[config.mk]
export PLATFORM = sky130hd
export DESIGN_NAME = audio_tone_gen
export DESIGN_NICKNAME = d
export VERILOG_FILES = /design/src/rtl/audio_tone_gen_pkg.sv /design/src/rtl/audio_tone_gen_sample_fifo.sv /design/src/rtl/audio_tone_gen.sv
export SDC_FILE = /design/constraint.sdc
export NUM_CORES = 1
export LEC_CHECK = 0
export CORE_ASPECT_RATIO = 0.9
export CORE_MARGIN = 3
export CORE_UTILIZATION = 45
export DETAILED_ROUTE_END_ITERATION = 6
export PLACE_DENSITY_LB_ADDON = 0.3
export SYNTH_ARGS = -nofsm -noshare
export SYNTH_HDL_FRONTEND = slang
export SYNTH_SLANG_ARGS = --single-unit
[constraint.sdc]
create_clock -name I_clk_pixel -period 3.79 [get_ports I_clk_pixel]
set_input_delay 0.5685 -clock I_clk_pixel [delete_from_list [all_inputs] [get_ports I_clk_pixel]]
set_output_delay 0.5685 -clock I_clk_pixel [all_outputs]
set_load 0.03 [all_outputs]
[src/rtl/audio_tone_gen_pkg.sv]
// Shared constants, waveform selector type and sample-shaping helpers for the audio tone path.
// Latency: combinational helpers only.
// Backpressure: n/a.
package audio_tone_gen_pkg;

    // Pixel clock in kHz and audio sample rate in Hz, shared with the clock block.
    localparam int CLKFRQ         = 74250;
    localparam int AUDIO_RATE     = 48000;
    localparam int AUDIO_SAMPLE_W = 16;

    typedef enum logic {
        WAVE_SQUARE   = 1'b0,
        WAVE_TRIANGLE = 1'b1
    } wave_t;

    // Raw full-scale tone from the top 16 phase bits.
    // The square wave stays symmetric (+/-32767). The triangle folds the upper half
    // of the phase back down, then recentres it around zero by flipping the MSB.
    function automatic logic [AUDIO_SAMPLE_W-1:0] tone_shape(input logic [15:0] u,
                                                             input wave_t       wave);
        logic [14:0] t;
        t = u[15] ? ~u[14:0] : u[14:0];
        if (wave == WAVE_TRIANGLE) begin
            return {t, 1'b0} ^ 16'h8000;
        end
        return u[15] ? 16'h8001 : 16'h7FFF;
    endfunction

    // Two's-complement negation that clamps -32768 to +32767 instead of wrapping.
    function automatic logic signed [AUDIO_SAMPLE_W-1:0] sat_neg(
        input logic signed [AUDIO_SAMPLE_W-1:0] x);
        if (x == 16'sh8000) begin
            return 16'sh7FFF;
        end
        return -x;
    endfunction

endpackage

[src/rtl/audio_tone_gen_sample_fifo.sv]
// Show-ahead sample buffer between the tone datapath and the audio packetizer.
// Latency: a pushed entry is visible at the head one edge after the push; no empty-bypass.
// Backpressure: holds the head while pop_rdy is low; a push into a full FIFO with no pop is dropped and flagged.
// Ports: clk/rst (async active-high); push_vld/push_dat write side; pop_rdy read strobe;
//        head_vld/head_dat show-ahead head; level occupancy; overflow sticky drop flag.
module sample_fifo #(
    parameter int DEPTH = 4,
    parameter int WIDTH = 32
) (
    input  logic                     clk,
    input  logic                     rst,
    input  logic                     push_vld,
    input  logic [WIDTH-1:0]         push_dat,
    input  logic                     pop_rdy,
    output logic                     head_vld,
    output logic [WIDTH-1:0]         head_dat,
    output logic [$clog2(DEPTH):0]   level,
    output logic                     overflow
);

    localparam int AW = $clog2(DEPTH);

    logic [WIDTH-1:0] mem [DEPTH];
    logic [AW-1:0]    wr_ptr;
    logic [AW-1:0]    rd_ptr;
    logic [AW:0]      count;
    logic             empty;
    logic             full;
    logic             do_pop;
    logic             do_push;

    assign empty   = (count == '0);
    assign full    = (count == (AW+1)'(DEPTH));
    // A pop frees a slot in the same cycle, so a push into a full FIFO still lands.
    assign do_pop  = pop_rdy & ~empty;
    assign do_push = push_vld & (~full | do_pop);

    always_ff @(posedge clk or posedge rst) begin
        if (rst) begin
            for (int i = 0; i < DEPTH; i++) begin
                mem[i] <= '0;
            end
            wr_ptr   <= '0;
            rd_ptr   <= '0;
            count    <= '0;
            overflow <= 1'b0;
        end else begin
            if (do_push) begin
                mem[wr_ptr] <= push_dat;
                wr_ptr      <= wr_ptr + 1'b1;
            end
            if (do_pop) begin
                rd_ptr <= rd_ptr + 1'b1;
            end
            unique case ({do_push, do_pop})
                2'b10:   count <= count + 1'b1;
                2'b01:   count <= count - 1'b1;
                default: count <= count;
            endcase
            if (push_vld & ~do_push) begin
                overflow <= 1'b1;
            end
        end
    end

    assign head_vld = ~empty;
    assign head_dat = mem[rd_ptr];
    assign level    = count;

endmodule

[src/rtl/audio_tone_gen.sv]
// Stereo square/triangle tone source, one sample per audio-clock rising edge, buffered for the HDMI packetizer.
// Latency: sample reaches the FIFO head two pixel-clock edges after the edge that sees the audio tick.
// Backpressure: valid/ready at the FIFO head; samples arriving into a full FIFO are dropped and O_overflow sticks.
// Ports: I_clk_pixel/I_reset clock and async reset; I_clk_audio 48 kHz tick source; I_tone_step,
//        I_wave_sel, I_atten, I_mute tone controls; O_sample_l/r, O_valid, I_ready sample stream;
//        O_overflow sticky drop flag; O_level FIFO occupancy.
module audio_tone_gen
    import audio_tone_gen_pkg::*;
#(
    parameter int PHASE_W    = 24,
    parameter int FIFO_DEPTH = 4,
    parameter int RIGHT_INV  = 0
) (
    input  logic                          I_clk_pixel,
    input  logic                          I_reset,
    input  logic                          I_clk_audio,
    input  logic [PHASE_W-1:0]            I_tone_step,
    input  logic                          I_wave_sel,
    input  logic [3:0]                    I_atten,
    input  logic                          I_mute,
    output logic [AUDIO_SAMPLE_W-1:0]     O_sample_l,
    output logic [AUDIO_SAMPLE_W-1:0]     O_sample_r,
    output logic                          O_valid,
    input  logic                          I_ready,
    output logic                          O_overflow,
    output logic [$clog2(FIFO_DEPTH):0]   O_level
);

    logic                              prev_audio;
    logic                              tick;
    logic [PHASE_W-1:0]                phase;
    logic                              calc_vld;
    logic                              push_vld;
    logic [AUDIO_SAMPLE_W-1:0]         samp_l;
    logic [AUDIO_SAMPLE_W-1:0]         samp_r;
    logic [15:0]                       u;
    logic signed [AUDIO_SAMPLE_W-1:0]  shaped;
    logic signed [AUDIO_SAMPLE_W-1:0]  atten_s;
    logic signed [AUDIO_SAMPLE_W-1:0]  left_s;
    logic signed [AUDIO_SAMPLE_W-1:0]  right_s;
    logic [2*AUDIO_SAMPLE_W-1:0]       head_dat;

    // I_clk_audio is already registered in this domain; prev_audio resets high so a
    // level that is high at reset release is not mistaken for a rising edge.
    assign tick = I_clk_audio & ~prev_audio;
    assign u    = phase[PHASE_W-1 -: 16];

    // Tone controls are taken live at the compute edge, one edge after the phase step.
    always_comb begin
        shaped  = $signed(tone_shape(u, wave_t'(I_wave_sel)));
        atten_s = shaped >>> I_atten;
        left_s  = I_mute ? '0 : atten_s;
        right_s = (RIGHT_INV != 0) ? sat_neg(left_s) : left_s;
    end

    always_ff @(posedge I_clk_pixel or posedge I_reset) begin
        if (I_reset) begin
            prev_audio <= 1'b1;
            phase      <= '0;
            calc_vld   <= 1'b0;
            push_vld   <= 1'b0;
            samp_l     <= '0;
            samp_r     <= '0;
        end else begin
            prev_audio <= I_clk_audio;
            if (tick) begin
                phase <= phase + I_tone_step;
            end
            calc_vld <= tick;
            push_vld <= calc_vld;
            if (calc_vld) begin
                samp_l <= left_s;
                samp_r <= right_s;
            end
        end
    end

    sample_fifo #(
        .DEPTH (FIFO_DEPTH),
        .WIDTH (2*AUDIO_SAMPLE_W)
    ) u_fifo (
        .clk      (I_clk_pixel),
        .rst      (I_reset),
        .push_vld (push_vld),
        .push_dat ({samp_l, samp_r}),
        .pop_rdy  (I_ready),
        .head_vld (O_valid),
        .head_dat (head_dat),
        .level    (O_level),
        .overflow (O_overflow)
    );

    assign O_sample_l = head_dat[2*AUDIO_SAMPLE_W-1:AUDIO_SAMPLE_W];
    assign O_sample_r = head_dat[AUDIO_SAMPLE_W-1:0];

endmodule
==> results of run 1 <==
[final timing paths]
check                                       from                to  slack (ps)  depth (start not counted)
worst max-delay path            u_fifo.rd_ptr[0]     O_sample_l[2]         650                          3
worst min-delay path             u_fifo.overflow   u_fifo.overflow         470                          1
worst max register to register          phase[0]         phase[18]        1120                         11
worst min register to register   u_fifo.overflow   u_fifo.overflow         470                          1
max in group asynchronous                I_reset        prev_audio        2410                          3
min in group asynchronous                I_reset  u_fifo.wr_ptr[1]         590                          2
[synthesized netlist by cell type, types with 13 or more instances]
master | instances | area [µm²]
sky130_fd_sc_hd__ha_1 | 27 | 337.8
sky130_fd_sc_hd__xnor2_1 | 13 | 113.9
sky130_fd_sc_hd__o21ai_0 | 78 | 390.4
sky130_fd_sc_hd__xor2_1 | 22 | 192.7
sky130_fd_sc_hd__nor2_1 | 17 | 63.81
sky130_fd_sc_hd__mux2i_1 | 32 | 320.3
sky130_fd_sc_hd__mux4_2 | 17 | 382.9
sky130_fd_sc_hd__buf_4 | 19 | 142.6
sky130_fd_sc_hd__inv_1 | 29 | 108.9
sky130_fd_sc_hd__dfrtp_1 | 114 | 2853
sky130_fd_sc_hd__clkbuf_1 | 17 | 63.81
sky130_fd_sc_hd__a21oi_1 | 29 | 145.1
sky130_fd_sc_hd__o21ai_1 | 35 | 175.2
sky130_fd_sc_hd__nand2_1 | 123 | 461.7
[critical path, cell delays in order (launching register included)]
cell                              delay [ps]
sky130_fd_sc_hd__dfrtp_1                 780
sky130_fd_sc_hd__buf_12                  230
sky130_fd_sc_hd__mux4_2                  530
sky130_fd_sc_hd__clkdlybuf4s50_1         610
[cells by family (layout without fill, tap and decap cells)]
family                     after synthesis  in the layout
DFF                                    115            115
and+or+nand+nor                        189            189
adders and majority gates               29             29
xor gates and xnor gates                36             36
AOI/OAI and AO/OA                      202            202
buffers and inverters                   85            140
muxes                                   50             50
[registers in the layout (all words and copies together), names as in the netlist]
register / flops
samp_r: 16
u_fifo.level: 3
u_fifo.overflow: 1
u_fifo.mem: 64
u_fifo.rd_ptr: 2
push_vld: 1
calc_vld: 1
phase: 24
u_fifo.wr_ptr: 2
prev_audio: 1
[power by group]
group          leakage [nW]  switching [mW]  internal [mW]
sequential             1.48           0.434           1.73
combinational          1.82            2.08           1.65
clock                 0.303           0.605           1.06
total                  3.60            3.11           4.45
[metrics by stage]
step	power [mW]	hold WS (ps)	util
6_report	7.559	468.8	0.5521
5_1_grt	8.141	478.2	0.5521
4_1_cts	7.623	473.9	0.5521
3_5_place_dp	5.919	460.6	0.5104
3_3_place_gp	5.779	442.3	0.5104
2_1_floorplan	4.994	444.6	-
[layout by cell type (no fill, tap or decap), types with 3 or more instances in the layout]
| cell | instances |
|---|---|
| sky130_fd_sc_hd__a211oi_1 | 12 |
| sky130_fd_sc_hd__a21o_1 | 9 |
| sky130_fd_sc_hd__a21oi_1 | 29 |
| sky130_fd_sc_hd__a31oi_1 | 3 |
| sky130_fd_sc_hd__buf_4 | 6 |
| sky130_fd_sc_hd__bufinv_16 | 3 |
| sky130_fd_sc_hd__clkbuf_16 | 17 |
| sky130_fd_sc_hd__clkdlybuf4s50_1 | 70 |
| sky130_fd_sc_hd__clkinv_2 | 3 |
| sky130_fd_sc_hd__clkinv_4 | 3 |
| sky130_fd_sc_hd__dfrtp_1 | 114 |
| sky130_fd_sc_hd__ha_1 | 27 |
| sky130_fd_sc_hd__inv_1 | 28 |
| sky130_fd_sc_hd__inv_6 | 3 |
| sky130_fd_sc_hd__mux2i_1 | 32 |
| sky130_fd_sc_hd__mux4_2 | 17 |
| sky130_fd_sc_hd__nand2_1 | 123 |
| sky130_fd_sc_hd__nand2b_1 | 6 |
| sky130_fd_sc_hd__nand3_1 | 4 |
| sky130_fd_sc_hd__nand4_1 | 4 |
| sky130_fd_sc_hd__nor2_1 | 17 |
| sky130_fd_sc_hd__nor2b_1 | 12 |
| sky130_fd_sc_hd__nor3b_1 | 3 |
| sky130_fd_sc_hd__o21a_1 | 3 |
| sky130_fd_sc_hd__o21ai_0 | 78 |
| sky130_fd_sc_hd__o21ai_1 | 35 |
| sky130_fd_sc_hd__o22ai_1 | 9 |
| sky130_fd_sc_hd__or3_1 | 5 |
| sky130_fd_sc_hd__xnor2_1 | 13 |
| sky130_fd_sc_hd__xor2_1 | 22 |
[layout make-up]
cell class / count / share of cell area
clock buffers: 18 / 0.05387
repair buffers: 78 / 0.09638
multi-input cells: 506 / 0.4305
inverters: 30 / 0.01412
well taps: 198 / 0.03039
flip-flops and latches: 115 / 0.3531
clock inverters: 14 / 0.02164
[layer usage]
metal | share of wire | wire length (µm) | up-vias
li1 | - | - | 2561
met3 | 0.043 | 624 | 16
met2 | 0.49 | 7085 | 138
met5 | 0 | 0 | -
met1 | 0.45 | 6537 | 2470
met4 | 0.014 | 209 | 0
==> impl_metrics.tcl, run 1 <==
set metrics [dict create \
    ant_nets 0 \
    grt_pass1_vias 5133 \
    synthAdderAreaFrac 0.05544 \
    avgRoutedWirePerCell_um 15.07 \
    layout.area.seq_mm2 0.002879 \
    commonest_register_cell_after_synthesis "sky130_fd_sc_hd__dfrtp_1" \
    synthesized_area_fraction_occupied_by_and_or_nand_nor_cells 0.1252 \
    synth-seq-area-share 0.4224 \
    clockRootBuffer "sky130_fd_sc_hd__clkbuf_16" \
    timing.slew.headroom 0.4162 \
    syn_avg_cell_area_um2 9.653 \
    final_layout_size_suffix_gt1_frac 0.1038 \
    synth.ff_latch_count 115 \
    cp-end-kind "output port" \
    timing.fmax_mhz 318.9 \
    class_of_the_worst_hold_path "reg2reg" \
    pre_cts_slack_ps 532.5 \
    rows 42 \
    floorplan.die_area_mm2 0.01666 \
    status "completed" \
    busiest_layer "met2" \
    cts_tree "yes" \
    fp.coreArea_mm2 0.01477 \
    ctsHoldBuffers 0 \
    grt_max_degree 67 \
    layout.nets 811 \
    report.final.hold_viol_count 0 \
    critical_path_class "reg2out" \
    p_leak_nw 3.603 \
    setup_repair_after_global_routing_missed_its_margin "no" \
    gpl.final_weighted_congestion 0.8884 \
    detailed_place.area_mm2 0.007537 \
    detailedRoute.firstPassIterationCount 4 \
    instances_no_fill 959 \
    number_of_placed_instances_taps_included 927 \
    worst-path-max-fanout 10 \
    route.vias.total 5185 \
    synth_xor_xnor_area_share 0.04737 \
    maxCapViolCount 0 \
    totalWireLength_um 14460 \
    n_antenna_cell 0 \
    dp_wirelength_um 10240 \
    multiInputGateArea_mm2 0.003510 \
    powerDensity_mw_per_mm2 927.2 \
    post_cts.resized_instances 0 \
    setup_ws_ps 653.8 \
    via_per_inst 5.407 \
    ys_async_sr_fraction 1.000 \
    die_height_um 122.8 \
    floorplan.die.width_um 135.7 \
    vdd_ir_drop_max_uv 521.8 \
    met2_usage 0.3128 \
    cts.path.max_buffers 2 \
    antenna_found_initial 0 \
    worst_setup_hold_path_clk_slew_ps 60 \
    setup_tns_ps 0 \
    numPortBuffers 70 \
    areaGrowthSynthToFinish_pct 19.63 \
    finalCritPeriodShare 0.8275 \
    synth_warnings 0 \
    final_area_mm2 0.008153 \
    cts_sinks 115 \
    synth_fp_nets 769 \
    htree_levels 4 \
    grt_pass1_wl_um 24960 \
    grt.total_usage 0.1882 \
    filler_cell_count 1278 \
    layout_min_cycle_time_ps 3136 \
    synth_top_family_by_area "compound AO/OA/AOI/OAI gates" \
    clock_insertion_delay_worst_skew_ps 410 \
    post_synth_mux_area_share 0.1048 \
    synth-compound-area-share 0.1821 \
    worst_ep_required_time_ps 3220 \
    ios 71 \
    yosys.cell_types.count 63 \
    initial_standard_cell_utilization_of_the_core 0.4615 \
    met1_usage 0.2455 \
    slew_viol_final 0 \
    netlist_area_mm2 0.006815 \
    start_kind "flip-flop" \
    postCtsSetupBuffers 0 \
    worstMarginPinSlew_ps 875.6 \
    netlist_instances 706 \
    gr-total-overflow 0 \
    cts-buffers-inserted 17 \
    drt_drc_violations_left 0 \
    met3_usage 0.04672 \
    synth_enable_flop_cells 0 \
    dr_iter_0_viols 234 \
    skew_ps 6.199 \
    number_of_setup_violations_in_the_final_report 0 \
    timing.critical_path.arrival_ps 2570 \
]
Note: power is estimated with default switching activity, not from simulation.
==> run 2: changes to the inputs <==
==> constraint.sdc (replaced) <==
create_clock -name I_clk_pixel -period 3.15 [get_ports I_clk_pixel]
set_input_delay 0.4725 -clock I_clk_pixel [delete_from_list [all_inputs] [get_ports I_clk_pixel]]
set_output_delay 0.4725 -clock I_clk_pixel [all_outputs]
set_load 0.03 [all_outputs]
==> run 2 against run 1 <==
  * First-iteration DRC count shrank 1.3%
  * Critical path depth is the same
  * Register-to-register slack lost 470 ps
  * Routed wire length shrank 2.2%
  * Power grew 18%
  * Non-clock buffer count grew 8
  * Count of clock-buffer cells in the layout grew 4
  * Sequential power grew 16%
  * Setup slack lost 300 ps
  * Sequential share of layout area is essentially flat
==> impl_metrics.tcl, run 2 (same netlist as run 1, synthesis figures left out) <==
set metrics [dict create \
    status "completed" \
    floorplan.die_area_mm2 0.01666 \
    areaGrowthSynthToFinish_pct 19.59 \
    maxCapViolCount 0 \
    p_leak_nw 3.599 \
    dp_wirelength_um 10130 \
    grt_pass1_wl_um 24670 \
    number_of_setup_violations_in_the_final_report 0 \
    route.vias.total 5138 \
    cts_tree "yes" \
    gr-total-overflow 0 \
    power.switching_mw 3.658 \
    postCtsSetupBuffers 0 \
    layout.nets 819 \
    cp-end-kind "output port" \
    timing.fmax_mhz 357.1 \
    worstMarginPinSlew_ps 838.4 \
    via_per_inst 5.319 \
    antenna_found_initial 0 \
    finalCritPeriodShare 0.8891 \
    report.final.hold_viol_count 0 \
    filler_cell_count 1297 \
    powerDensity_mw_per_mm2 1093 \
    timing.slew.headroom 0.4393 \
    vdd_ir_drop_max_uv 587.9 \
    clock_insertion_delay_worst_skew_ps 410 \
    clock_power_share 0.203 \
    largest_register_ff_count 64 \
    initial_standard_cell_utilization_of_the_core 0.4615 \
    floorplan.die.width_um 135.7 \
    worst-path-max-fanout 14 \
    final_cell_mix "sky130_fd_sc_hd__nand2_1 (123), sky130_fd_sc_hd__dfrtp_1 (114), sky130_fd_sc_hd__o21ai_0 (78)" \
    cts-buffers-inserted 17 \
    detailedRoute.firstPassIterationCount 4 \
    part_of_the_total_power_dissipated_in_sequential_elements 0.283 \
    grt_max_degree 91 \
    fp.coreArea_mm2 0.01477 \
    ios 71 \
    numPortBuffers 70 \
    die_height_um 122.8 \
    hold_ws_ps 455.0 \
    critical_path_class "reg2out" \
    pwr-share-comb 0.514 \
    rows 42 \
    class_of_the_worst_hold_path "reg2reg" \
    worst_ep_required_time_ps 2680 \
    dr_iter_0_viols 231 \
    multiInputGateArea_mm2 0.003510 \
    swShare 0.4106 \
    setup_tns_ps 0 \
    start_kind "flip-flop" \
    final_common_cell "sky130_fd_sc_hd__nand2_1" \
    timing.critical_path.arrival_ps 2330 \
    cts_sinks 115 \
    grt_pass1_vias 5055 \
    critical_path.max_stage_delay_ps 610 \
    crit_slowest_cell "sky130_fd_sc_hd__clkdlybuf4s50_1" \
    timing.critical_path.cells "buf_12, mux4_2, clkdlybuf4s50_1" \
    post_cts.resized_instances 0 \
    r2r_cells 9 \
    cts.path.max_buffers 2 \
    avgRoutedWirePerCell_um 14.64 \
    setup_repair_after_global_routing_missed_its_margin "no" \
    ant_nets 0 \
    min_path_cells 1 \
    drt_drc_violations_left 0 \
    layout_min_cycle_time_ps 2801 \
    layout.area.seq_mm2 0.002879 \
    skew_ps 10.09 \
    max_flop_register "u_fifo.mem" \
    worst_setup_hold_path_clk_slew_ps 50 \
    clockRootBuffer "sky130_fd_sc_hd__clkbuf_16" \
    ctsHoldBuffers 0 \
    totalWireLength_um 14140 \
    largestRegisters "u_fifo.mem x64, phase x24, samp_r x16" \
    final_layout_size_suffix_gt1_frac 0.1055 \
    gpl.final_weighted_congestion 0.8390 \
    slew_viol_final 0 \
    grt.total_usage 0.1858 \
    p_int_mw 5.252 \
    n_antenna_cell 0 \
    htree_levels 4 \
]
==> run 2: area by class of cell <==
cell class / count / share of cell area
multi-input cells: 506 / 0.4306
flip-flops and latches: 115 / 0.3532
repair buffers: 86 / 0.1038
clock buffers: 22 / 0.05450
well taps: 198 / 0.03040
inverters: 30 / 0.01428
clock inverters: 9 / 0.01320
==> run 2: power groups by stage <==
stage | Combinational, mW | Clock (mW) | Sequential (mW)
after floorplan | 3.59 | 0 | 2.42
after global placement | 4.51 | 0 | 2.49
after detailed placement | 4.60 | 0 | 2.54
after CTS | 4.63 | 1.84 | 2.52
after global routing | 5.08 | 1.91 | 2.61
final | 4.58 | 1.81 | 2.52
==> run 2: final timing paths <==
kind | start | end | slack, ps
setup / recovery | u_fifo.rd_ptr[0] | O_sample_l[3] | 350
hold / removal | u_fifo.overflow | u_fifo.overflow | 460
setup reg to reg | phase[8] | phase[23] | 650
hold reg to reg | u_fifo.overflow | u_fifo.overflow | 460
max in group asynchronous | I_reset | u_fifo.mem[51] | 2240
min in group asynchronous | I_reset | phase[1] | 530
==> run 2: worst max-delay path: cells and delay by family (launching register included) <==
family | cells | cell delay (ps)
buffers and inverters | 2 | 830
multiplexers | 1 | 550
flip-flops | 1 | 530
==> run 2: per-stage QoR <==
step / instance area, µm² / total power, mW / utilization / setup slack (ps) / std cells
3_5_place_dp: 7599 / 7.144 / 0.5146 / 152.0 / 935
3_3_place_gp: 7599 / 7.002 / 0.5146 / 163.2 / 935
6_report: 8150 / 8.911 / 0.5519 / 349.3 / 966
5_1_grt: 8150 / 9.598 / 0.5519 / 231.2 / 966
2_1_floorplan: 6819 / 6.009 / - / 736.2 / 706
4_1_cts: 8150 / 8.993 / 0.5519 / 303.8 / 966
==> run 2: per-layer routing <==
layer | up-vias | GRT usage | routed length, µm | share of wire
met5 | - | 0 | 0 | 0
met4 | 0 | 0.05101 | 192 | 0.014
met3 | 17 | 0.04098 | 514 | 0.036
met2 | 101 | 0.3125 | 6793 | 0.48
met1 | 2461 | 0.2443 | 6643 | 0.47
li1 | 2559 | - | - | -
